File: src/rtl/lif_decoder_pkg.sv
// Shared types and default widths for the LIF spike-rate decoder.
// Also holds the saturation limits that match the neuron top's defaults.
package lif_decoder_pkg;

    localparam int unsigned DEF_CNT_W = 8;
    localparam int unsigned DEF_WIN_W = 16;

    // All-ones value for a field of width w (w <= 32)
    function automatic int unsigned all_ones(input int unsigned w);
        return (w >= 32) ? 32'hFFFF_FFFF : ((32'd1 << w) - 32'd1);
    endfunction

    localparam int unsigned CNT_MAX = all_ones(DEF_CNT_W);
    localparam int unsigned ISI_MAX = all_ones(DEF_WIN_W);

    typedef enum logic {
        IDLE = 1'b0,
        RUN  = 1'b1
    } state_t;

endpackage

File: src/rtl/spike_edge_detect.sv
// Rising-edge detector for the neuron spike line.
// The edge output is combinational, so it is valid in the same cycle the line rises.
module spike_edge_detect (
    input  logic clk,
    input  logic rst,
    input  logic spike_i,
    output logic spike_edge_o
);

    logic spike_q;
    logic spike_d;

    // Next-state: spike line delayed by one cycle
    always_comb begin
        spike_d = spike_i;
    end

    // Delay register, cleared by reset
    always_ff @(posedge clk or posedge rst) begin
        if (rst) begin
            spike_q <= 1'b0;
        end else begin
            spike_q <= spike_d;
        end
    end

    assign spike_edge_o = spike_i & ~spike_q;

endmodule

File: src/rtl/lif_spike_rate_decoder.sv
// Spike-rate decoder: counts rising edges of the spike line over back-to-back
// windows of win_len cycles and hands each count out over valid/ready.
// Optional feature macro: ISI_MEASURE_EN adds minimum inter-spike-interval tracking;
// without it isi_min is tied to zero.
module lif_spike_rate_decoder
    import lif_decoder_pkg::*;
#(
    parameter int unsigned CNT_W = DEF_CNT_W,
    parameter int unsigned WIN_W = DEF_WIN_W
) (
    input  logic             clk,
    input  logic             rst,
    input  logic             en,
    input  logic [WIN_W-1:0] win_len,
    input  logic             spike_in,
    output logic [CNT_W-1:0] cnt_out,
    output logic             cnt_valid,
    input  logic             cnt_ready,
    output logic             overrun,
    output logic             busy,
    output logic [WIN_W-1:0] isi_min
);

    state_t           state_q, state_d;
    logic [WIN_W-1:0] win_cnt_q, win_cnt_d;
    logic [CNT_W-1:0] acc_q, acc_d;
    logic [CNT_W-1:0] cnt_out_q, cnt_out_d;
    logic             cnt_valid_q, cnt_valid_d;
    logic             overrun_q, overrun_d;

    logic             spike_edge;
    logic             start_ok;
    logic             win_last;
    logic             load;
    logic             res_load;
    logic [CNT_W-1:0] acc_sum;

    spike_edge_detect u_edge (
        .clk          (clk),
        .rst          (rst),
        .spike_i      (spike_in),
        .spike_edge_o (spike_edge)
    );

    assign start_ok = en & (win_len != '0);
    assign win_last = (state_q == RUN) && (win_cnt_q == '0);
    // A new window starts from IDLE or reloads on the last cycle of the current one
    assign load     = start_ok & ((state_q == IDLE) | win_last);
    // Result is dropped only when an older one is still pending and not being taken
    assign res_load = win_last & ~(cnt_valid_q & ~cnt_ready);
    // Saturating count including the edge of the current cycle
    assign acc_sum  = (spike_edge && (acc_q != '1)) ? acc_q + CNT_W'(1) : acc_q;

    // State register
    always_ff @(posedge clk or posedge rst) begin
        if (rst) begin
            state_q <= IDLE;
        end else begin
            state_q <= state_d;
        end
    end

    // Next-state logic
    always_comb begin
        state_d = state_q;
        case (state_q)
            IDLE:    if (start_ok) state_d = RUN;
            RUN:     if (win_last && !start_ok) state_d = IDLE;
            default: state_d = IDLE;
        endcase
    end

    // FSM outputs
    always_comb begin
        busy = (state_q == RUN);
    end

    // Window counter and spike accumulator next-state
    always_comb begin
        win_cnt_d = win_cnt_q;
        acc_d     = acc_q;
        if (load) begin
            win_cnt_d = win_len - WIN_W'(1);
            acc_d     = '0;
        end else if ((state_q == RUN) && !win_last) begin
            win_cnt_d = win_cnt_q - WIN_W'(1);
            acc_d     = acc_sum;
        end
    end

    // Result register and handshake next-state
    always_comb begin
        cnt_out_d   = cnt_out_q;
        cnt_valid_d = cnt_valid_q;
        overrun_d   = overrun_q;
        if (win_last) begin
            if (res_load) begin
                cnt_out_d   = acc_sum;
                cnt_valid_d = 1'b1;
            end else begin
                overrun_d = 1'b1;
            end
        end else if (cnt_valid_q && cnt_ready) begin
            cnt_valid_d = 1'b0;
        end
    end

    // Datapath and output registers
    always_ff @(posedge clk or posedge rst) begin
        if (rst) begin
            win_cnt_q   <= '0;
            acc_q       <= '0;
            cnt_out_q   <= '0;
            cnt_valid_q <= 1'b0;
            overrun_q   <= 1'b0;
        end else begin
            win_cnt_q   <= win_cnt_d;
            acc_q       <= acc_d;
            cnt_out_q   <= cnt_out_d;
            cnt_valid_q <= cnt_valid_d;
            overrun_q   <= overrun_d;
        end
    end

    assign cnt_out   = cnt_out_q;
    assign cnt_valid = cnt_valid_q;
    assign overrun   = overrun_q;

`ifdef ISI_MEASURE_EN
    logic [WIN_W-1:0] isi_cnt_q, isi_cnt_d;
    logic [WIN_W-1:0] isi_acc_q, isi_acc_d;
    logic [WIN_W-1:0] isi_min_q, isi_min_d;
    logic             isi_seen_q, isi_seen_d;
    logic [WIN_W-1:0] isi_res;

    // Running minimum including an interval that closes in this cycle
    always_comb begin
        isi_res = isi_acc_q;
        if (spike_edge && isi_seen_q && (isi_cnt_q < isi_acc_q)) begin
            isi_res = isi_cnt_q;
        end
    end

    // ISI counter, first-edge flag, minimum and result next-state
    always_comb begin
        isi_cnt_d  = isi_cnt_q;
        isi_acc_d  = isi_acc_q;
        isi_seen_d = isi_seen_q;
        isi_min_d  = isi_min_q;
        if (load) begin
            isi_cnt_d  = '0;
            isi_acc_d  = '1;
            isi_seen_d = 1'b0;
        end else if (state_q == RUN) begin
            isi_acc_d = isi_res;
            if (spike_edge) begin
                // Cycle after an edge is one cycle since that edge
                isi_cnt_d  = WIN_W'(1);
                isi_seen_d = 1'b1;
            end else if (isi_cnt_q != '1) begin
                isi_cnt_d = isi_cnt_q + WIN_W'(1);
            end
        end
        if (res_load) begin
            isi_min_d = isi_res;
        end
    end

    // ISI registers
    always_ff @(posedge clk or posedge rst) begin
        if (rst) begin
            isi_cnt_q  <= '0;
            isi_acc_q  <= '1;
            isi_seen_q <= 1'b0;
            isi_min_q  <= '0;
        end else begin
            isi_cnt_q  <= isi_cnt_d;
            isi_acc_q  <= isi_acc_d;
            isi_seen_q <= isi_seen_d;
            isi_min_q  <= isi_min_d;
        end
    end

    assign isi_min = isi_min_q;
`else
    assign isi_min = '0;
`endif

endmodule

File: config.mk
export PLATFORM = sky130hd
export DESIGN_NAME = lif_spike_rate_decoder
export DESIGN_NICKNAME = d
export VERILOG_FILES = /design/src/rtl/lif_decoder_pkg.sv /design/src/rtl/spike_edge_detect.sv /design/src/rtl/lif_spike_rate_decoder.sv
export SDC_FILE = /design/constraint.sdc
export NUM_CORES = 1
export LEC_CHECK = 0
export CAP_MARGIN = 30
export CORE_MARGIN = 2
export CORE_UTILIZATION = 50
export DETAILED_ROUTE_END_ITERATION = 8
export PLACE_DENSITY_LB_ADDON = 0.3
export SLEW_MARGIN = 20
export SYNTH_ARGS = -nofsm -noshare
export SYNTH_HDL_FRONTEND = slang
export SYNTH_SLANG_ARGS = --single-unit
File: constraint.sdc
create_clock -name clk -period 4.16 [get_ports clk]
set_clock_uncertainty 0.2 [all_clocks]
set_input_delay 0.832 -clock clk [delete_from_list [all_inputs] [get_ports clk]]
set_output_delay 0.832 -clock clk [all_outputs]
set_load 0.005 [all_outputs]
## Yosys cells after proc, flatten, opt, wreduce, memory -nomap -nowiden

Cells that the tools add are included.

| storage, ports and cells | value |
|---|---|
| output and inout port bits | 27 |
| bits of input ports | 21 |
| register bits after elaboration | 36 |
| logic and storage cells | 48 |

| cells by class | value |
|---|---|
| mux-type cells | 11 |
| add/sub/neg operators | 3 |
| bitwise operators | 11 |
| eq/ne operators | 2 |
| reduce and logical (&&, ||, !) cells | 14 |

Operators by type and width:

| kind | number |
|---|---|
| $mux 16 | 2 |
| $sub 16x1->16 const B | 2 |
| $mux 8 | 3 |
| $logic_not 16->1 | 1 |
| $reduce_bool 16->1 | 1 |
| $add 8x1->8 const B | 1 |
| $ne 8x8->1 const B | 1 |
| $reduce_and 2->1 | 3 |
| $and 1x1->1 | 5 |
| $logic_and 1x1->1 | 5 |
| $mux 1 | 5 |
| $not 1->1 | 5 |
| $reduce_bool 2->1 | 2 |
| $logic_not 1->1 | 2 |
| $ne 2x1->1 const B | 1 |
| $pmux 1 s2 | 1 |
| $or 1x1->1 | 1 |

## Depth between registers and ports, before layout

| logic depth | value |
|---|---|
| depth in word-level cells | 6 |
| gate-level depth with buffers | 14 |
| depth with buffers taken out | 12 |

## Cells and area by module

From an unflattened synthesis, not the netlist that was laid out.

| unflattened totals | value |
|---|---|
| cells, all modules | 277 |
| area total of the unflattened synthesis | 2516.2 sq um |

By module, submodules not included:

| module | sequential area each (sq um) | area each (sq um) | cells each | instances |
|---|---|---|---|---|
| lif_spike_rate_decoder | 875.8 | 2473.6 | 274 | 1 |
| spike_edge_detect | 25.0 | 42.5 | 3 | 1 |

## Least setup slack after synthesis

No wires, ideal clock.

| timing | value |
|---|---|
| path type | register -> register |
| from | register win_cnt_q[9] |
| to | register win_cnt_q[14] |
| arrival time | 3.501 ns |
| clock period less this slack | 3.800 ns |
| data required time | 3.861 ns |
| setup slack | 0.360 ns |
| path buffers | 2 |
| library setup time | 0.099 ns |
| cell stages (with the launch flop) | 15 |
| cells stage by stage | dfrtp_1 or4_4 or4_4 o21a_1 buf_6 nor2_4 mux2i_1 ha_1 clkbuf_8 inv_1 nor4b_1 nand2_1 xnor2_1 nor2_1 a311oi_1 |

| on the way | value |
|---|---|
| cells in the longest elaborated chain, start to end | 5 |
| elaborated cells on any way between the ends | 10 |
| classes of those cells | add/sub (1); mux (2); bitwise (2); reduce/logical (5) |

Ends and longest elaborated chain:

| what | line | source |
|---|---|---|
| start, declared | lif_spike_rate_decoder.sv:25 | `logic [WIN_W-1:0] win_cnt_q, win_cnt_d;` |
| start signal, assigned | lif_spike_rate_decoder.sv:117 | `win_cnt_q <= win_cnt_d;` |
| parallel branches: the longest is 5 deep, another holds $sub 16x1->16 | -- |  |

Parallel ways; which one is timed is not known. The select of a mux whose other input is x is not followed.
A chain may end at the register's enable or synchronous reset.

## Worst setup path after layout

| timing | value |
|---|---|
| from | register win_cnt_q[9] |
| to | register win_cnt_q[12] |

Same word-level chain as after synthesis.

==> flow_metrics.py <==
metrics = {
    "layout": {
        "drive_gt1_share_pct": 7.94,
        "area_growth_pct": 17.1,
        "antenna_cells": 0,
        "final_cell_mix": "dfrtp_1 (36), nand2_1 (35), clkdlybuf4s50_1 (31)",
        "final_common_cell": "dfrtp_1",
        "fillCellCount": 417,
        "layout.nets": 337,
        "fin_util_pct": 59.8,
    },
    "hold_path": {
        "hp-class": "flip-flop to flip-flop",
        "hold-path-cell-count": 1,
    },
    "yosys": {
        "syn_inst": 276,
        "synth.distinct_cells": 52,
        "synthFlopType": "dfrtp_1",
        "syn_area_per_cell_sq_um": 8.63,
        "synth_area_leaders": "dfrtp_1 (38%), nand2_1 (5.5%), o21ai_0 (5.5%)",
        "synth_edf_count": 0,
        "yosysTopAreaCellShare_pct": 37.8,
        "synth_seq_area_share_pct": 37.8,
        "ys_async_sr_fraction_pct": 100,
        "yosys.area.top_type": "dfrtp_1",
        "ys_warn_count": 0,
        "syn_area_sq_um": 2380,
        "ys_ff_latch": 36,
    },
    "power": {
        "net-switching-power_mw": 0.357,
        "power_frac_comb_pct": 25.9,
        "power.density_nw_per_um2": 375,
        "p_sw_share_pct": 34.2,
        "p_leak_nw": 1.14,
        "p_seq_share_pct": 49.1,
        "peakVddDrop_mv": 0.152,
        "clkPwrFrac_pct": 25.0,
        "cellInternalPower_mw": 0.687,
    },
    "floorplan": {
        "die_width_microns": 73.0,
        "die_y_microns": 73.0,
        "coreArea_sq_um": 4660,
        "num_rows": 25,
        "num_io_pins": 48,
        "dieArea_sq_um": 5330,
        "start_util_pct": 51.1,
    },
    "setup_path": {
        "ff2ff_setup_slack_ns": 0.36,
        "cpPeakStageDelay_ns": 0.60,
        "worstSetupEndpoint": "win_cnt_q[12]",
        "r2r_cells": 13,
        "crit_chain": "or4_4, or4_4, o21a_1, nor2_4, mux2i_1, ha_1, inv_1, nor4b_1, buf_4, nand2_1, xnor2_1, nor2_1, a311oi_1",
        "worst-setup-path-type": "flip-flop to flip-flop",
        "crit_top_cell": "or4_4",
        "crit_fanout": 8,
        "r2r-end": "win_cnt_q[12]",
        "critPathSlowestCell": "or4_4",
        "r2r-start": "win_cnt_q[9]",
        "worst_setup_path_end_kind": "flip-flop",
        "crit_arrival_ns": 3.78,
        "cp-start-kind": "flip-flop",
        "crit_start": "win_cnt_q[9]",
        "cp.required_ns": 4.15,
    },
    "route": {
        "routed_wl_microns": 5140,
        "drc": 0,
        "routed-via-count": 2062,
        "dr.pass1.iters": 4,
        "viasPerCell": 5.59,
        "drt_iter0_drc": 104,
        "drtAntennaViolNets": 0,
        "wl_per_cell_microns": 13.9,
    },
    "cts": {
        "path_clk_slew_ns": 0.07,
        "cts_num_sinks": 36,
        "cts_hold_buf": 0,
        "clock_path_buffers": 2,
        "cts_max_level": 2,
        "clk_root_buffer_cell": "clkbuf_8",
        "numCtsBuffers": 5,
        "post_cts_resized": 0,
        "cts_setup_buffers": 0,
        "cts_tree": "built",
        "clock_latency_ns": 0.29,
    },
    "sta": {
        "setup_tns_ns": 0,
        "slew_violations": 0,
        "max_freq_mhz": 263,
        "hold_violations": 0,
        "tightest_slew_ns": 0.685,
        "finalCritPeriodShare_pct": 91.3,
        "rsz0062_at_grt": "false",
        "maxSlewHeadroom_pct": 53.8,
        "fin_crit_ns": 3.80,
        "finalSetupViolations": 0,
    },
    "place": {
        "hpwl_microns": 3850,
        "io_buffers": 31,
        "gp_congestion": 0.960,
    },
    "grt": {
        "grt_pass1_vias": 1802,
        "grt_pass1_wl_microns": 8440,
        "grt-ovfl-total": 0,
        "grt_use_total_pct": 20.4,
        "grt_max_degree": 37,
        "grt_antenna_before_repair": 0,
    },
    "status": {
        "status": "complete, no violations",
    },
    "run": {
        "maxCapViolCount": 0,
    },
}
sequential cells by signal, indices dropped and copies added, names as in the netlist:
signal / count
overrun: 1
acc_q: 8
u_edge.spike_q: 1
win_cnt_q: 16
busy: 1
cnt_valid: 1
cnt_out: 8
layer usage:
layer / part of all wire, % / global-route usage, % / vias up / wire [microns]
li1: - / - / 1047 / -
met1: 46 / 27.8 / 937 / 2370
met2: 48 / 32.0 / 69 / 2440
met3: 4.7 / 4.01 / 9 / 241
met4: 1.6 / 7.20 / 0 / 81
met5: 0 / 0 / - / 0
through the flow:
stage                     setup WS, ns  instances  cell area (sq um)  hold slack [ns]  total power [mW]
after CTS                        0.394        368               2780            0.278              1.05
after floorplan                  0.360        291               2440            0.260             0.706
after detailed placement         0.241        360               2690            0.262             0.785
after global routing             0.210        369               2790            0.303              1.11
final                            0.364        369               2790            0.271              1.04
after global placement           0.417        360               2690            0.261             0.781
cell families (layout without fill, tap and decap cells):
family	count (synthesis)	count (layout)	synth area share [%]
muxes	5	5	2.10
AOI/OAI and AO/OA	73	73	20.4
adders and majority gates	2	2	1.05
buffers and inverters	35	59	9.77
xor gates and xnor gates	16	16	5.89
other	1	16	0.157
DFF	36	36	37.8
and+or+nand+nor	108	108	22.8
area by class of cell:
class | instances | area, sq um | area share, %
Clock buffer | 6 | 82.6 | 2.96
Clock inverter | 2 | 10.0 | 0.359
Timing Repair Buffer | 42 | 389 | 14.0
Multi-Input combinational cell | 220 | 1300 | 46.8
Inverter | 9 | 33.8 | 1.21
Sequential cell | 36 | 901 | 32.3
Tap cell | 54 | 67.6 | 2.42
power groups by stage:
stage          logic, mW  registers [mW]  clock network (mW)
6_report           0.270           0.513               0.261
2_1_floorplan      0.212           0.494                   0
4_1_cts            0.271           0.510               0.265
3_5_place_dp       0.270           0.515                   0
5_1_grt            0.305           0.525               0.279
3_3_place_gp       0.265           0.516                   0
worst max-delay path, delay by kind of cell (launching register included):
kind,cells,cell delay [ns]
AND/OR/NAND/NOR,6,1.69
flip-flops,1,0.47
AO/OA/AOI/OAI,2,0.53
adder cells (fa/ha/maj),1,0.18
buffers and inverters,2,0.26
multiplexers,1,0.22
XOR/XNOR,1,0.14
Yosys cell counts (3+ instances only):
| cell | instances |
|---|---|
| o21ai_0 | 26 |
| buf_4 | 17 |
| xor2_1 | 6 |
| nand4_1 | 5 |
| clkbuf_1 | 4 |
| o311ai_0 | 3 |
| xnor2_1 | 10 |
| nor3_1 | 8 |
| a311oi_1 | 7 |
| nand3b_1 | 3 |
| a21oi_1 | 14 |
| nand2_1 | 35 |
| nor4_1 | 7 |
| nand2b_1 | 4 |
| dfrtp_1 | 36 |
| o211ai_1 | 3 |
| nor2_1 | 28 |
| mux2i_1 | 5 |
| nand3_1 | 5 |
| o31ai_1 | 4 |
| inv_1 | 8 |
how the worst min path moves through the flow:
stage,from,endpoint,slack (ns)
floorplan,win_cnt_q[12],win_cnt_q[12],0.26
global placement,cnt_out[0],cnt_out[0],0.26
detailed placement,overrun,overrun,0.26
CTS,overrun,overrun,0.28
global route,cnt_out[3],cnt_out[3],0.30
finish,overrun,overrun,0.27
Power figures use the tool's default switching activity.
